--- config.mk ---
export PLATFORM = sky130hd
export DESIGN_NAME = fetch_queue
export DESIGN_NICKNAME = d
export VERILOG_FILES = /design/src/rtl/cpu_pkg.sv /design/src/rtl/fetch_queue_mem.sv /design/src/rtl/fetch_queue.sv
export SDC_FILE = /design/constraint.sdc
export NUM_CORES = 1
export LEC_CHECK = 0
export ABC_AREA = 1
export CAP_MARGIN = 10
export CORE_MARGIN = 3
export CORE_UTILIZATION = 55
export DETAILED_ROUTE_END_ITERATION = 10
export GPL_TIMING_DRIVEN = 0
export HOLD_SLACK_MARGIN = 0.03
export PLACE_DENSITY = 0.79
export SYNTH_ARGS = -nofsm -noshare
export SYNTH_HDL_FRONTEND = slang
export SYNTH_SLANG_ARGS = --single-unit
export TNS_END_PERCENT = 1
--- constraint.sdc ---
create_clock -name clk -period 7.2 [get_ports clk]
set_input_delay 1.44 -clock clk [delete_from_list [all_inputs] [get_ports clk]]
set_output_delay 1.44 -clock clk [all_outputs]
set_load 0.01 [all_outputs]
--- src/rtl/cpu_pkg.sv ---
// Shared CPU definitions: datapath widths, the architectural NOP and the
// fetch entry record carried from the fetch stage to the decoder.
package cpu_pkg;

  localparam int ADDR_W  = 64;
  localparam int INSTR_W = 32;

  // ARMv8 NOP, shown on the decoder side whenever nothing is queued
  localparam logic [INSTR_W-1:0] NOP_INSTR = 32'hD503201F;

  typedef struct packed {
    logic [ADDR_W-1:0]  pc;
    logic [INSTR_W-1:0] instr;
  } fetch_entry_t;

endpackage : cpu_pkg

--- src/rtl/fetch_queue_mem.sv ---
// Storage array for the fetch queue: one synchronous write port and one
// asynchronous read port, so the head entry is visible without a cycle of
// read latency. Contents are deliberately left unreset.
module fetch_queue_mem
  import cpu_pkg::*;
#(
  parameter int DEPTH = 4
) (
  input  logic                     clk,
  input  logic                     we,
  input  logic [$clog2(DEPTH)-1:0] waddr,
  input  fetch_entry_t             wdata,
  input  logic [$clog2(DEPTH)-1:0] raddr,
  output fetch_entry_t             rdata
);

  fetch_entry_t mem [DEPTH];

  // Capture the pushed entry at its slot on the clock edge
  always_ff @(posedge clk) begin
    if (we) begin
      mem[waddr] <= wdata;
    end
  end

  assign rdata = mem[raddr];

endmodule : fetch_queue_mem

--- src/rtl/fetch_queue.sv ---
// Fetch queue: a small first-word-fall-through FIFO of {pc, instr} pairs
// between instruction fetch and decode. Holds the pointers, occupancy count,
// handshake and flush logic; storage lives in fetch_queue_mem.
module fetch_queue #(
  parameter int DEPTH   = 4,
  parameter int ADDR_W  = cpu_pkg::ADDR_W,
  parameter int INSTR_W = cpu_pkg::INSTR_W
) (
  input  logic                   clk,
  input  logic                   reset,
  input  logic                   flush,
  input  logic                   in_valid,
  output logic                   in_ready,
  input  logic [ADDR_W-1:0]      in_pc,
  input  logic [INSTR_W-1:0]     in_instr,
  output logic                   out_valid,
  input  logic                   out_ready,
  output logic [ADDR_W-1:0]      out_pc,
  output logic [INSTR_W-1:0]     out_instr,
  output logic [$clog2(DEPTH):0] count
);

  import cpu_pkg::*;

  localparam int PTR_W = $clog2(DEPTH);
  localparam int CNT_W = PTR_W + 1;

  logic [PTR_W-1:0] wr_ptr;
  logic [PTR_W-1:0] rd_ptr;
  logic [CNT_W-1:0] count_q;
  logic             push;
  logic             pop;
  logic             write_en;
  fetch_entry_t     wdata;
  fetch_entry_t     rdata;

  // Readiness depends only on registered occupancy, so a full queue refuses
  // a push even when the decoder pops in the same cycle.
  assign in_ready  = (count_q != CNT_W'(DEPTH));
  assign out_valid = (count_q != '0);
  assign push      = in_valid && in_ready;
  assign pop       = out_valid && out_ready;
  assign write_en  = push && !flush;
  assign count     = count_q;

  assign wdata.pc    = in_pc;
  assign wdata.instr = in_instr;

  fetch_queue_mem #(
    .DEPTH (DEPTH)
  ) u_mem (
    .clk   (clk),
    .we    (write_en),
    .waddr (wr_ptr),
    .wdata (wdata),
    .raddr (rd_ptr),
    .rdata (rdata)
  );

  // Pointer and occupancy update; a flush discards the whole queue and any
  // handshake presented with it. Pointers wrap naturally since DEPTH is 2^n.
  always_ff @(posedge clk or negedge reset) begin
    if (!reset) begin
      wr_ptr  <= '0;
      rd_ptr  <= '0;
      count_q <= '0;
    end else if (flush) begin
      wr_ptr  <= '0;
      rd_ptr  <= '0;
      count_q <= '0;
    end else begin
      if (push) begin
        wr_ptr <= wr_ptr + 1'b1;
      end
      if (pop) begin
        rd_ptr <= rd_ptr + 1'b1;
      end
      if (push && !pop) begin
        count_q <= count_q + 1'b1;
      end else if (pop && !push) begin
        count_q <= count_q - 1'b1;
      end
    end
  end

  // Head entry falls straight through from storage; an empty queue shows
  // a zero PC and a NOP so the decoder never sees stale storage.
  always_comb begin
    out_pc    = '0;
    out_instr = NOP_INSTR;
    if (out_valid) begin
      out_pc    = rdata.pc;
      out_instr = rdata.instr;
    end
  end

endmodule : fetch_queue
==> impl_metrics.csv <==
group,metric,value,unit
final_layout,syn2layout_area_growth,26.19,%
logic_synthesis,yosysUniqueCellTypes,21,
floorplanning,dieArea,0.03012,sq mm
final_layout,fin_nets,1559,
floorplanning,io_pins,202,
grt,grt-ovfl-total,0,
critical_path,crit_path_end_kind,"output port",
route,route.vias.total,10250,
grt,grt_pass1_vias,10430,
route,drtIter0Drc,1060,
logic_synthesis,synth.avg_cell_area,12.89,sq um
critical_path,crit_family,"buffers and inverters",
critical_path,path_buf_inv,4,
sta,setup_viol,0,
critical_path,cp_slowest_stage_delay,510,ps
critical_path,cpMaxStageDelayCell,"clkdlybuf4s50_1",
critical_path,crit_path_cell_trace,"buf_4, inv_2, clkbuf_1, nor2_1, o21ai_0, a21oi_1, clkdlybuf4s50_1",
critical_path,worst_r2r_path_depth,9,
worst_hold_path,min_path_type,"reg -> reg",
critical_path,worstReg2RegEnd,"u_mem.mem[2][49]",
cts,clk_latency,520,ps
critical_path,rr_startpoint,"count[0]",
cts,cts_buffer_depth,3,
logic_synthesis,yosys-top-cells-area,"edfxtp_1, nor2_1, o21ai_0",
sta,slew_headroom,46.35,%
sta,rsz0062_at_grt,"no",
cts,cts_tree,"done",
route,totalWireLength,37240,um
sta,fin_crit,4137,ps
grt,grt.total_usage,24.27,%
logic_synthesis,syn-num-nets,1304,
cts,cts_root_buf,"clkbuf_16",
sta,finalCritPeriodShare,57.46,%
sta,drv_slew,0,
logic_synthesis,muxShareOfSynthArea,0,%
critical_path,rrSetupSlack,4560,ps
cts,cts.clk_slew.worst_paths,60,ps
sta,finalClockSkew,6.137,ps
floorplanning,dieWidth,173.6,um
route,drt-met1-wl,14830,um
floorplanning,initial_core_util,56.66,%
route,drtPass1Iterations,5,
logic_synthesis,synth_compound_area_share,9.530,%
critical_path,cp_data_required_time,5760,ps
worst_hold_path,hold_depth,2,
placed_design,place_congestion,0.7680,
floorplanning,row_count,60,
power,total_power,6.559,mW
job,max_cap_viol_count,0,
route,route.met2.wl,18710,um
route,drtAntennaViolNets,0,
logic_synthesis,netlist.area_leader.share,74.68,%
floorplanning,core-area,0.02725,sq mm
logic_synthesis,syn_area,0.01544,sq mm
cts,cts-buffers-inserted,38,
logic_synthesis,synth_top_cell_by_area,"edfxtp_1",
critical_path,crit_arrival,2700,ps
logic_synthesis,yosysSeqAreaShare,75.82,%
placed_design,port_buffers,201,
power,power.density,336.7,mW/mm^2
logic_synthesis,synthXorXnorAreaFrac,0.05673,%
sta,worst_slew_pin_slew,802.9,ps
worst_hold_path,hold_start,"count[1]",
floorplanning,die_y,173.6,um
logic_synthesis,synthSimpleGateAreaFrac,10.23,%
route,dr_wl_met3,2766,um
sta,hold_violations,0,
critical_path,path_max_fanout,10,
route,avgViaCountPerCell,5.513,
critical_path,worstSetupPathType,"reg -> out",
grt,antenna_found_initial,7,
cts,postCtsHoldBufs,0,
placed_design,pre_cts_ws,2976,ps
logic_synthesis,synth_fa_ha_area_share,0.4538,%
cts,post-cts-setup-buffers,0,
cts,clock_sinks,391,
power,peakVddDrop,0.2669,mV
logic_synthesis,synth_cells,1198,
cts,htreeDepth,2,
worst_hold_path,hold_end,"count[1]",
critical_path,start_kind,"flop",
route,top_layer_used,"met5",
logic_synthesis,synth_top_family_by_area,"simple AND/OR/NAND/NOR gates",
logic_synthesis,yosys_warnings,0,
route,wl_per_cell,20.03,um
sta,fmax,241.7,MHz
status,run_status,"complete, no violations",
placed_design,place_hpwl,23660,um
cts,cts_resized,0,
grt,grt_pass1_wl,57010,um
route,drc_errors,0,
grt,grt_max_degree,30,
power,leakagePower,6.693,nW
sta,layout_setup_ws,3063,ps
logic_synthesis,ys_ff_latch,391,
final_layout,drive_above_1_share,9.177,%
worst reg2reg max path, stage by stage, from the launching register on:
cell and delay (ps):
dfrtp_1 430, nor2_2 80, nand2_1 80, nand2_1 110
inv_1 140, nand2_1 250, nor2_4 540, buf_16 240
buf_12 200, buf_12 240
worst max-delay path by stage:
stage	start	cells past startpoint	slack, ps	endpoint
6_report	rd_ptr[1]	7	3060	out_pc[30]
5_1_grt	rd_ptr[1]	7	2940	out_pc[30]
4_1_cts	rd_ptr[1]	7	3050	out_pc[30]
3_5_place_dp	flush	8	2980	u_mem.mem[2][48]
3_3_place_gp	flush	5	-2850	u_mem.mem[2][48]
2_1_floorplan	flush	4	740	u_mem.mem[0][0]
sequential cells by signal, summed over array words and instances, names as in the netlist:
register   count
u_mem.mem    384
count          3
rd_ptr         2
wr_ptr         2
cells by family after synthesis:
group	after synthesis
AO/OA/AOI/OAI	294
XOR/XNOR	1
adder cells (fa/ha/maj)	5
buffers and inverters	92
flip-flops	391
AND/OR/NAND/NOR	415
stage by stage:
stage | cell area, sq um | cells | hold WS, ps | setup TNS [ps] | utilization [%]
after CTS | 19470 | 1854 | 627.2 | 0 | 71.45
after global routing | 19480 | 1857 | 661.5 | 0 | 71.48
after detailed placement | 18270 | 1785 | 612.9 | 0 | 67.02
after global placement | 17920 | 1771 | 597.6 | -1085670 | 65.75
final | 19480 | 1859 | 618.2 | 0 | 71.50
after floorplan | 15440 | 1198 | 579.4 | 0 | -
metal layers:
| layer | up-vias | GRT usage (%) |
|---|---|---|
| li1 | 4773 | - |
| met1 | 4949 | 32.01 |
| met2 | 455 | 40.97 |
| met3 | 68 | 4.424 |
| met4 | 4 | 8.378 |
| met5 | - | 0 |
area by class of cell:
type,instances,area (sq um)
Antenna cell,5,12.51
Buffer,75,540.5
Clock buffer,48,1052
Clock inverter,21,153.9
Fill cell,1772,7767
Inverter,17,63.81
Multi-Input combinational cell,715,3159
Sequential cell,391,11710
Tap cell,372,465.4
Timing Repair Buffer,215,2330
cells in the final DEF, fill, tap and decap left out, types with 14 or more instances in the layout:
master | Yosys | layout
nand2_1 | 66 | 66
nor2_1 | 338 | 334
clkbuf_1 | 16 | 23
edfxtp_1 | 384 | 384
buf_6 | 26 | 26
inv_1 | 14 | 14
o21ai_1 | 36 | 36
clkdlybuf4s50_1 | 0 | 201
clkbuf_16 | 0 | 41
a21oi_1 | 112 | 112
o21ai_0 | 146 | 146
synth_stat cells (all sizes together):
library cell  number
edfxtp           384
nand3              5
clkbuf            28
ha                 4
buf               47
fa                 1
nand4              3
inv               17
o21ai            182
a21oi            112
nand2             68
dfrtp              7
nor2             339
xor2               1
power breakdown:
part,internal [mW],switching [mW]
logic,0.888,1.10
clock network,1.11,0.803
registers,2.63,0.0343
total,4.62,1.94
(Power assumes the default switching activity.)
